File: config.mk
export PLATFORM = sky130hd
export DESIGN_NAME = ac_ostream_sched_flat
export DESIGN_NICKNAME = d
export VERILOG_FILES = /design/src/rtl/ac_ostream_sched_if.sv /design/src/rtl/ac_ostream_sched.sv /design/src/flat_wrapper.sv
export SDC_FILE = /design/constraint.sdc
export NUM_CORES = 1
export LEC_CHECK = 0
export CAP_MARGIN = 20
export CORE_UTILIZATION = 30
export CTS_BUF_LIST = sky130_fd_sc_hd__clkbuf_4 sky130_fd_sc_hd__clkbuf_8
export CTS_CLUSTER_DIAMETER = 120
export DETAILED_ROUTE_END_ITERATION = 8
export GPL_ROUTABILITY_DRIVEN = 0
export PLACE_DENSITY = 0.51
export SLEW_MARGIN = 20
export SYNTH_ARGS = -nofsm -noshare
export SYNTH_HDL_FRONTEND = slang
export SYNTH_SLANG_ARGS = --single-unit
File: constraint.sdc
create_clock -name clk -period 7.4 [get_ports clk]
set_input_delay 1.11 -clock clk [delete_from_list [all_inputs] [get_ports clk]]
set_output_delay 1.11 -clock clk [all_outputs]
set_load 0.01 [all_outputs]
File: src/rtl/ac_ostream_sched_if.sv
// Buffer-read and AXI-Stream signal bundle for ac_ostream_sched.
// The scheduler uses the master modport and the buffer/sink environment uses the slave modport.
interface ac_ostream_sched_if #(
    parameter int DATA_WIDTH = 24,
    parameter int N_PARALLEL = 2
);
    localparam int W = DATA_WIDTH * N_PARALLEL;

    logic         buf_empty;
    logic         buf_rd;
    logic [W-1:0] buf_rdata;
    logic         m_axis_tvalid;
    logic         m_axis_tready;
    logic [W-1:0] m_axis_tdata;
    logic         m_axis_tlast;
    logic         m_axis_tuser;

    modport master (
        input  buf_empty, buf_rdata, m_axis_tready,
        output buf_rd, m_axis_tvalid, m_axis_tdata, m_axis_tlast, m_axis_tuser
    );

    modport slave (
        output buf_empty, buf_rdata, m_axis_tready,
        input  buf_rd, m_axis_tvalid, m_axis_tdata, m_axis_tlast, m_axis_tuser
    );
endinterface

File: src/rtl/ac_ostream_sched.sv
// Drains the wide output buffer onto an AXI-Stream master, framing beats into rows (tlast) and frames (tuser).
// Defining AC_OSTREAM_STALL_CNT_EN adds a 32-bit saturating stall_cycles output.
module ac_ostream_sched #(
    parameter int DATA_WIDTH     = 24,
    parameter int N_PARALLEL     = 2,
    parameter int DST_IMG_WIDTH  = 4096,
    parameter int DST_IMG_HEIGHT = 2160
) (
    input  logic               clk,
    input  logic               rst_n,
    input  logic               start,
    ac_ostream_sched_if.master bus,
    output logic               busy,
    output logic               frame_done
`ifdef AC_OSTREAM_STALL_CNT_EN
    ,
    output logic [31:0]        stall_cycles
`endif
);
    localparam int W             = DATA_WIDTH * N_PARALLEL;
    localparam int BEATS_PER_ROW = DST_IMG_WIDTH / N_PARALLEL;
    localparam int TOTAL_BEATS   = BEATS_PER_ROW * DST_IMG_HEIGHT;
    localparam int COL_W         = $clog2(BEATS_PER_ROW);
    localparam int ROW_W         = $clog2(DST_IMG_HEIGHT);
    localparam int ISS_W         = $clog2(TOTAL_BEATS + 1);

    typedef enum logic [1:0] {S_IDLE, S_RUN, S_DRAIN, S_DONE} state_e;

    state_e             state_q, state_d;
    logic [ISS_W-1:0]   issue_cnt_q, issue_cnt_d;
    logic [COL_W-1:0]   col_cnt_q, col_cnt_d;
    logic [ROW_W-1:0]   row_cnt_q, row_cnt_d;
    logic               inflight_q;
    logic               out_vld_q, out_vld_d, spare_vld_q, spare_vld_d;
    logic [W-1:0]       out_data_q, out_data_d, spare_data_q, spare_data_d;

    logic       hs, pop, start_acc, last_col, last_row, frame_end;
    logic [1:0] credit;

    assign start_acc = start & (state_q == S_IDLE);
    assign hs        = out_vld_q & bus.m_axis_tready;
    assign last_col  = (col_cnt_q == COL_W'(BEATS_PER_ROW - 1));
    assign last_row  = (row_cnt_q == ROW_W'(DST_IMG_HEIGHT - 1));
    assign frame_end = hs & last_col & last_row;

    // Words held in staging plus the one popped last cycle that lands this cycle.
    assign credit = 2'(out_vld_q) + 2'(spare_vld_q) + 2'(inflight_q);
    assign pop    = (state_q == S_RUN) & ~bus.buf_empty &
                    ((credit < 2'd2) | ((credit == 2'd2) & hs));

    // NOTE: async active-low reset and non-blocking assignments for every register; the staging
    // data registers are reset too so that tdata reads 0 while in reset.
    always_ff @(posedge clk or negedge rst_n) begin
        if (!rst_n) begin
            state_q      <= S_IDLE;
            issue_cnt_q  <= '0;
            col_cnt_q    <= '0;
            row_cnt_q    <= '0;
            inflight_q   <= 1'b0;
            out_vld_q    <= 1'b0;
            spare_vld_q  <= 1'b0;
            out_data_q   <= '0;
            spare_data_q <= '0;
        end else begin
            state_q      <= state_d;
            issue_cnt_q  <= issue_cnt_d;
            col_cnt_q    <= col_cnt_d;
            row_cnt_q    <= row_cnt_d;
            inflight_q   <= pop;
            out_vld_q    <= out_vld_d;
            spare_vld_q  <= spare_vld_d;
            out_data_q   <= out_data_d;
            spare_data_q <= spare_data_d;
        end
    end

    // NOTE: every always_comb output gets its default first so no path can infer a latch.
    always_comb begin
        state_d = state_q;
        case (state_q)
            S_IDLE:  if (start) state_d = S_RUN;
            S_RUN:   if (pop && issue_cnt_q == ISS_W'(TOTAL_BEATS - 1)) state_d = S_DRAIN;
            S_DRAIN: if (frame_end) state_d = S_DONE;
            S_DONE:  state_d = S_IDLE;
            default: state_d = S_IDLE;
        endcase
    end

    always_comb begin
        issue_cnt_d = issue_cnt_q;
        col_cnt_d   = col_cnt_q;
        row_cnt_d   = row_cnt_q;
        if (start_acc) begin
            issue_cnt_d = '0;
        end else if (pop) begin
            issue_cnt_d = issue_cnt_q + 1'b1;
        end
        if (frame_end) begin
            col_cnt_d = '0;
            row_cnt_d = '0;
        end else if (hs && last_col) begin
            col_cnt_d = '0;
            row_cnt_d = row_cnt_q + 1'b1;
        end else if (hs) begin
            col_cnt_d = col_cnt_q + 1'b1;
        end
    end

    // Skid staging: the spare only fills while the output register is occupied and not draining.
    always_comb begin
        out_vld_d    = out_vld_q;
        out_data_d   = out_data_q;
        spare_vld_d  = spare_vld_q;
        spare_data_d = spare_data_q;
        if (hs) begin
            if (spare_vld_q) begin
                out_data_d   = spare_data_q;
                spare_vld_d  = inflight_q;
                spare_data_d = bus.buf_rdata;
            end else begin
                out_vld_d  = inflight_q;
                out_data_d = bus.buf_rdata;
            end
        end else if (inflight_q) begin
            if (!out_vld_q) begin
                out_vld_d  = 1'b1;
                out_data_d = bus.buf_rdata;
            end else begin
                spare_vld_d  = 1'b1;
                spare_data_d = bus.buf_rdata;
            end
        end
    end

    assign bus.buf_rd        = pop;
    assign bus.m_axis_tvalid = out_vld_q;
    assign bus.m_axis_tdata  = out_data_q;
    assign bus.m_axis_tlast  = out_vld_q & last_col;
    assign bus.m_axis_tuser  = out_vld_q & (col_cnt_q == '0) & (row_cnt_q == '0);
    assign busy              = (state_q != S_IDLE);
    assign frame_done        = (state_q == S_DONE);

`ifdef AC_OSTREAM_STALL_CNT_EN
    logic [31:0] stall_q;

    always_ff @(posedge clk or negedge rst_n) begin
        if (!rst_n) begin
            stall_q <= '0;
        end else if (start_acc) begin
            stall_q <= '0;
        end else if (busy && out_vld_q && !bus.m_axis_tready && !(&stall_q)) begin
            stall_q <= stall_q + 32'd1;
        end
    end

    assign stall_cycles = stall_q;
`endif
endmodule
File: src/flat_wrapper.sv
// flat-port wrapper written by rule: the top's interface ports become plain ports
module ac_ostream_sched_flat 
#(
    parameter int DATA_WIDTH     = 24,
    parameter int N_PARALLEL     = 2,
    parameter int DST_IMG_WIDTH  = 4096,
    parameter int DST_IMG_HEIGHT = 2160
)
  (clk, rst_n, start, busy, frame_done, bus_buf_empty, bus_buf_rdata, bus_m_axis_tready, bus_buf_rd, bus_m_axis_tvalid, bus_m_axis_tdata, bus_m_axis_tlast, bus_m_axis_tuser);
  ac_ostream_sched_if #(.DATA_WIDTH(DATA_WIDTH), .N_PARALLEL(N_PARALLEL)) bus_i ();
  input  logic clk;
  input  logic rst_n;
  input  logic start;
  output logic busy;
  output logic frame_done;
  input wire logic [$bits(bus_i.buf_empty)-1:0] bus_buf_empty;
  input wire logic [$bits(bus_i.buf_rdata)-1:0] bus_buf_rdata;
  input wire logic [$bits(bus_i.m_axis_tready)-1:0] bus_m_axis_tready;
  output wire logic [$bits(bus_i.buf_rd)-1:0] bus_buf_rd;
  output wire logic [$bits(bus_i.m_axis_tvalid)-1:0] bus_m_axis_tvalid;
  output wire logic [$bits(bus_i.m_axis_tdata)-1:0] bus_m_axis_tdata;
  output wire logic [$bits(bus_i.m_axis_tlast)-1:0] bus_m_axis_tlast;
  output wire logic [$bits(bus_i.m_axis_tuser)-1:0] bus_m_axis_tuser;
  assign bus_i.buf_empty = bus_buf_empty;
  assign bus_i.buf_rdata = bus_buf_rdata;
  assign bus_i.m_axis_tready = bus_m_axis_tready;
  assign bus_buf_rd = bus_i.buf_rd;
  assign bus_m_axis_tvalid = bus_i.m_axis_tvalid;
  assign bus_m_axis_tdata = bus_i.m_axis_tdata;
  assign bus_m_axis_tlast = bus_i.m_axis_tlast;
  assign bus_m_axis_tuser = bus_i.m_axis_tuser;
  ac_ostream_sched #(.DATA_WIDTH(DATA_WIDTH), .N_PARALLEL(N_PARALLEL), .DST_IMG_WIDTH(DST_IMG_WIDTH), .DST_IMG_HEIGHT(DST_IMG_HEIGHT)) u_core (.clk(clk), .rst_n(rst_n), .start(start), .bus(bus_i), .busy(busy), .frame_done(frame_done));
endmodule
==> out/qor.csv, run 1 <==
stage,metric,value,unit
run_status,status,completed,
yosys,yosysWarnings,0,
critical_path,startpoint,u_core.bus.m_axis_tvalid,
timing,rsz0062_at_grt,no,
floorplanning,initial_core_util,30.69,%
yosys,syn_area,0.006698,mm²
yosys,avgSynthCellArea,11.35,µm²
yosys,synth_flop_cell,dfrtp_1,
timing,skew,16.96,ps
yosys,synth_enable_flop_cells,0,
critical_path,timing.critical_path.buf_inv,2,
pwr,ir_worst_vdd,0.1519,mV
pwr,p_per_area,336.9,mW/mm²
critical_path,crit_arrival,3030,ps
critical_path,path_delay_family,buffers and inverters,
route,drt-total-wl,15100,µm
route,drc,0,
yosys,synth.distinct_cells,44,
finish,layout_commonest_cell,dfrtp_1,
finish,antenna_cells,0,
critical_path,cp_max_fo,8,
timing,drv_slew,0,
clocking,numCtsBuffers,17,
yosys,synth_top_family_by_area,multiplexers,
global_route,grt_pass1_wl,24340,µm
min_path,hold_path_class,flip-flop to flip-flop,
clocking,cts_setup_buffers,0,
floorplanning,dieArea,0.02293,mm²
yosys,synth_compound_gate_area_share,6.296,%
timing,finalSetupViolations,0,
route,drt-pass1-iter-count,4,
timing,relSlewSlack,36.12,%
placed_design,port_buffers,106,
route,drt_iter0_markers,169,
run,drv_cap,0,
global_route,antenna_found_initial,0,
route,num_vias,4605,
yosys,syn_inst,590,
critical_path,rr_startpoint,u_core.bus.m_axis_tvalid,
pwr,p_total,2844,µW
global_route,grt-ovfl-total,0,
global_route,grt_pass1_vias,4752,
route,ant_nets,0,
timing,min_period,4137,ps
clocking,cts_tree,yes,
finish,nets,755,
critical_path,cp_cell_sequence,inv_1 > fa_1 > a31oi_4 > nor2_1 > clkdlybuf4s50_1,
floorplanning,io_pins,107,
route,route.detailed.wl_per_inst,15.34,µm
pwr,leakage,0.003941,µW
critical_path,cp-start-kind,flip-flop,
timing,finalHoldViolations,0,
clocking,clock_path_buffers,2,
critical_path,crit_path_end_kind,output port,
yosys,synth_simple_gate_area_share,13.53,%
critical_path,crit_type,flip-flop to output port,
yosys,synth_mux_area_share,15.71,%
clocking,cts_resized,0,
critical_path,cp_slowest_cell,clkdlybuf4s50_1,
yosys,synthesis.nets,654,
yosys,synthArstFlopShare,100.0,%
timing,setup_tns,0,ps
timing,clock.fmax,241.7,MHz
placed_design,hpwl,9864,µm
global_route,grt_max_degree,99,
finish,area_growth,26.02,%
critical_path,required,6290,ps
yosys,synth_seq_cells,147,
clocking,root_buffer,clkbuf_8,
floorplanning,placementRows,54,
finish,mostFrequentLayoutCells,"147 x dfrtp_1, 105 x clkdlybuf4s50_1, 70 x nand2_1",
clocking,h-tree-depth,4,
finish,drive_gt1_share,14.20,%
floorplanning,die_y,151.4,µm
min_path,min_from,u_core.bus.m_axis_tdata[43],
yosys,ys_seq_area_share,54.92,%
route,viasPerCell,4.680,
clocking,path_clk_slew,80,ps
floorplanning,core_area,0.02182,mm²
timing,worst_pin_slew,958.2,ps
yosys,synth_xor_area_share,4.708,%
clocking,clkLatencyLatePin,450,ps
global_route,grt_use_total,13.87,%
clocking,clkSinkCount,147,
timing,fin_crit_sh,55.91,%
placed_design,place_ws,3291,ps
clocking,postCtsHoldBufs,0,
timing,worst_slack,3263,ps
timing,timing.hold.ws,484.2,ps
floorplanning,die_w,151.4,µm
critical_path,cpPeakStageDelay,630,ps
yosys,synth_fa_ha_area_share,2.167,%
-- logic make-up after synthesis --
family	count (synthesis)
adders and majority gates	11
AOI/OAI and AO/OA	73
buffers and inverters	43
muxes	99
and+or+nand+nor	181
xor gates and xnor gates	36
DFF	147
-- state kept, by name, summed over array words and instances (netlist names) --
name	count
u_core.spare_vld_q	1
u_core.issue_cnt_q	23
u_core.spare_data_q	48
u_core.state_q	2
u_core.col_cnt_q	11
u_core.bus.m_axis_tdata	48
u_core.row_cnt_q	12
u_core.bus.m_axis_tvalid	1
u_core.inflight_q	1
-- metrics by stage --
stage	area [µm²]	instances	utilization (%)
2_1_floorplan	6698	590	-
3_3_place_gp	8039	952	36.84
3_5_place_dp	8039	952	36.84
4_1_cts	8441	984	38.68
5_1_grt	8441	984	38.68
6_report	8441	984	38.68
-- synth_stat cells, types with 2 or more instances --
master | n | area, µm²
and2_1 | 5 | 31.28
and4_1 | 2 | 17.52
ha_1 | 10 | 125.1
nor3_1 | 4 | 20.02
o21ai_0 | 59 | 295.3
clkbuf_1 | 15 | 56.30
xor2_1 | 21 | 183.9
nand4_1 | 21 | 131.4
or2_2 | 2 | 12.51
nand3_1 | 8 | 40.04
nand4_2 | 2 | 25.02
or3_1 | 2 | 12.51
nor4_1 | 6 | 37.54
mux2_2 | 48 | 540.5
inv_1 | 15 | 56.30
dfrtp_1 | 147 | 3679
nor4_4 | 2 | 42.54
and3_1 | 8 | 50.05
o2111ai_1 | 2 | 17.52
buf_2 | 11 | 55.05
nor2_1 | 39 | 146.4
xnor2_1 | 15 | 131.4
mux2i_1 | 50 | 500.5
nand2_1 | 72 | 270.3
nand2b_1 | 2 | 12.51
a21oi_1 | 4 | 20.02
-- layer usage --
metal	wire length, µm	GRT usage [%]	up-vias
li1	-	-	2241
met1	6775	18.03	2271
met2	7416	21.83	77
met3	600	3.313	16
met4	304	6.150	0
met5	0	0	-
-- path summary, 6_finish.rpt --
kind / end / slack [ps] / cells past startpoint
min in group asynchronous: u_core.issue_cnt_q[8] / 770 / 1
worst max-delay path: bus_buf_rd / 3260 / 5
max in group asynchronous: u_core.bus.m_axis_tdata[5] / 5400 / 2
worst min-delay path: u_core.bus.m_axis_tdata[43] / 480 / 2
worst max register to register: u_core.state_q[1] / 4370 / 7
worst min register to register: u_core.bus.m_axis_tdata[43] / 480 / 2
-- report_power, final --
part           switching, µW  internal [µW]
registers                171           1090
clock network            316            327
logic                    435            503
total                    922           1920
-- tightest hold or removal path: cells and delay by family (launching register included) --
family             cells  cell delay (ps)
AOI/OAI and AO/OA      1               60
and+or+nand+nor        1               40
DFF                    1              350
-- area by class of cell --
class                      count  area [µm²]
tap                          280       350.3
inverter                      15       56.30
clock buffer                  21       276.5
multi-input combinational    400        2861
clock inverter                11       125.1
sequential                   147        3679
fill                        2138       13380
timing repair buffer         110        1092
Power figures use the tool's default switching activity.
==> run 2: changes to the inputs <==
==> constraint.sdc (replaced) <==
create_clock -name clk -period 3.9 [get_ports clk]
set_input_delay 0.585 -clock clk [delete_from_list [all_inputs] [get_ports clk]]
set_output_delay 0.585 -clock clk [all_outputs]
set_load 0.01 [all_outputs]
==> run 2 against run 1 <==
Compared with the run above:
- power increased by 92%
- clock skew shrank 5.9 ps
- critical path depth unchanged
- count of clock-buffer cells in the layout decreased by 3
- sequential cell count is the same
- non-clock buffer count up 1
- hold slack got worse by 240 ps
- clock power rose by 98%
- sequential share of layout area is 0.28 points lower
- highest routed layer is now met5
==> out/qor.csv, run 2 (synthesized netlist as in run 1, its figures left out) <==
stage,metric,value,unit
finish,multiInputGateArea,0.002861,mm²
timing,relSlewSlack,35.91,%
run_status,status,completed,
timing,worst_slack,296.1,ps
timing,setup_tns,0,ps
route,drc,0,
route,viasPerCell,4.737,
finish,nets,756,
placed_design,port_buffers,106,
pwr,pwr-share-comb,33.0,%
floorplanning,initial_core_util,30.69,%
floorplanning,core_area,0.02182,mm²
pwr,leakage,0.003958,µW
clocking,clock_path_buffers,2,
critical_path,crit_path_end_kind,output port,
pwr,intPower,3688,µW
global_route,grt_pass1_wl,24940,µm
finish,filler_cell_count,2088,
critical_path,crit_type,flip-flop to output port,
finish,layout_commonest_cell,dfrtp_1,
critical_path,cp_max_fo,8,
global_route,grt_use_total,14.10,%
critical_path,required,3310,ps
pwr,netSwitchingPower,1776,µW
critical_path,reg2reg_depth,7,
critical_path,crit_arrival,3020,ps
placed_design,hpwl,9970,µm
pwr,ir_worst_vdd,0.2202,mV
critical_path,r2r_slack,860,ps
global_route,grt-ovfl-total,0,
timing,min_period,3604,ps
route,drt-pass1-iter-count,4,
floorplanning,io_pins,107,
floorplanning,placementRows,54,
timing,rsz0062_at_grt,no,
timing,clock.fmax,277.5,MHz
finish,ff_latch_area,0.003679,mm²
min_path,hold_path_class,primary input to asynchronous set/reset pin,
clocking,clkSinkCount,147,
global_route,grt_pass1_vias,4809,
clocking,path_clk_slew,90,ps
clocking,root_buffer,clkbuf_8,
timing,fin_crit_sh,92.41,%
timing,finalSetupViolations,0,
clocking,clkLatencyLatePin,430,ps
floorplanning,die_y,151.4,µm
pwr,p_per_area,643.3,mW/mm²
clocking,cts_tree,yes,
finish,drive_gt1_share,14.33,%
clocking,cts_resized,0,
route,route.detailed.wl_per_inst,15.41,µm
floorplanning,dieArea,0.02293,mm²
clocking,numCtsBuffers,17,
placed_design,place_ws,764.4,ps
timing,worst_pin_slew,961.4,ps
pwr,p_sw_share,32.50,%
timing,drv_slew,0,
critical_path,cp-start-kind,flip-flop,
timing,skew,11.06,ps
timing,timing.hold.ws,247.4,ps
global_route,grt_max_degree,111,
finish,mostFrequentLayoutCells,"147 x dfrtp_1, 105 x clkdlybuf4s50_1, 70 x nand2_1",
pwr,p_clk_share,23.3,%
global_route,antenna_found_initial,1,
clocking,postCtsHoldBufs,0,
pwr,power_frac_seq,43.7,%
timing,finalHoldViolations,0,
finish,antenna_cells,0,
route,num_vias,4666,
finish,area_growth,26.83,%
run,drv_cap,0,
floorplanning,die_w,151.4,µm
clocking,cts_setup_buffers,0,
route,ant_nets,0,
route,drt_iter0_markers,285,
clocking,h-tree-depth,4,
route,drt-total-wl,15180,µm
[run 2: worst paths after layout]
path                                            startpoint                           to
worst max-delay path              u_core.bus.m_axis_tvalid                   bus_buf_rd
worst min-delay path                                 rst_n        u_core.issue_cnt_q[8]
worst max register to register    u_core.bus.m_axis_tvalid            u_core.state_q[1]
worst min register to register  u_core.bus.m_axis_tdata[0]   u_core.bus.m_axis_tdata[0]
max in group asynchronous                            rst_n  u_core.bus.m_axis_tdata[38]
min in group clk                u_core.bus.m_axis_tdata[0]   u_core.bus.m_axis_tdata[0]
[run 2: stage by stage]
| step | total power [µW] | util, % | instances | cell area (µm²) |
|---|---|---|---|---|
| finish | 5464 | 38.92 | 985 | 8494 |
| global route | 5875 | 38.92 | 985 | 8494 |
| CTS | 5574 | 38.91 | 985 | 8492 |
| detailed placement | 4259 | 36.99 | 953 | 8071 |
| global placement | 4178 | 36.99 | 953 | 8071 |
| floorplan | 3349 | - | 590 | 6698 |
[run 2: layout make-up]
| cell class | instances | share of cell area (%) |
|---|---|---|
| clock inverter | 14 | 2.106 |
| sequential | 147 | 43.31 |
| clock buffer | 18 | 2.843 |
| timing repair buffer | 111 | 13.27 |
| multi-input combinational | 400 | 33.69 |
| inverter | 15 | 0.6628 |
| tap | 280 | 4.124 |
[run 2: power by group through the flow]
stage                     logic [µW]  clock network [µW]  registers (µW)
final                           1800                1270            2390
after global routing            2010                1390            2470
after CTS                       1850                1340            2390
after detailed placement        1840                   0            2410
after global placement          1790                   0            2390
after floorplan                  882                   0            2470
[run 2: layer usage]
layer | GRT usage [%] | part of all wire [%]
met5 | 0 | 0.086
met2 | 22.95 | 50
met3 | 3.313 | 3.4
met4 | 4.600 | 0.92
met1 | 18.36 | 45
[run 2: worst max-delay path, stage by stage (launching register included)]
cell and delay (ps):
dfrtp_1 540, inv_1 220, fa_1 630, a31oi_4 150, nor2_1 410, clkdlybuf4s50_1 630
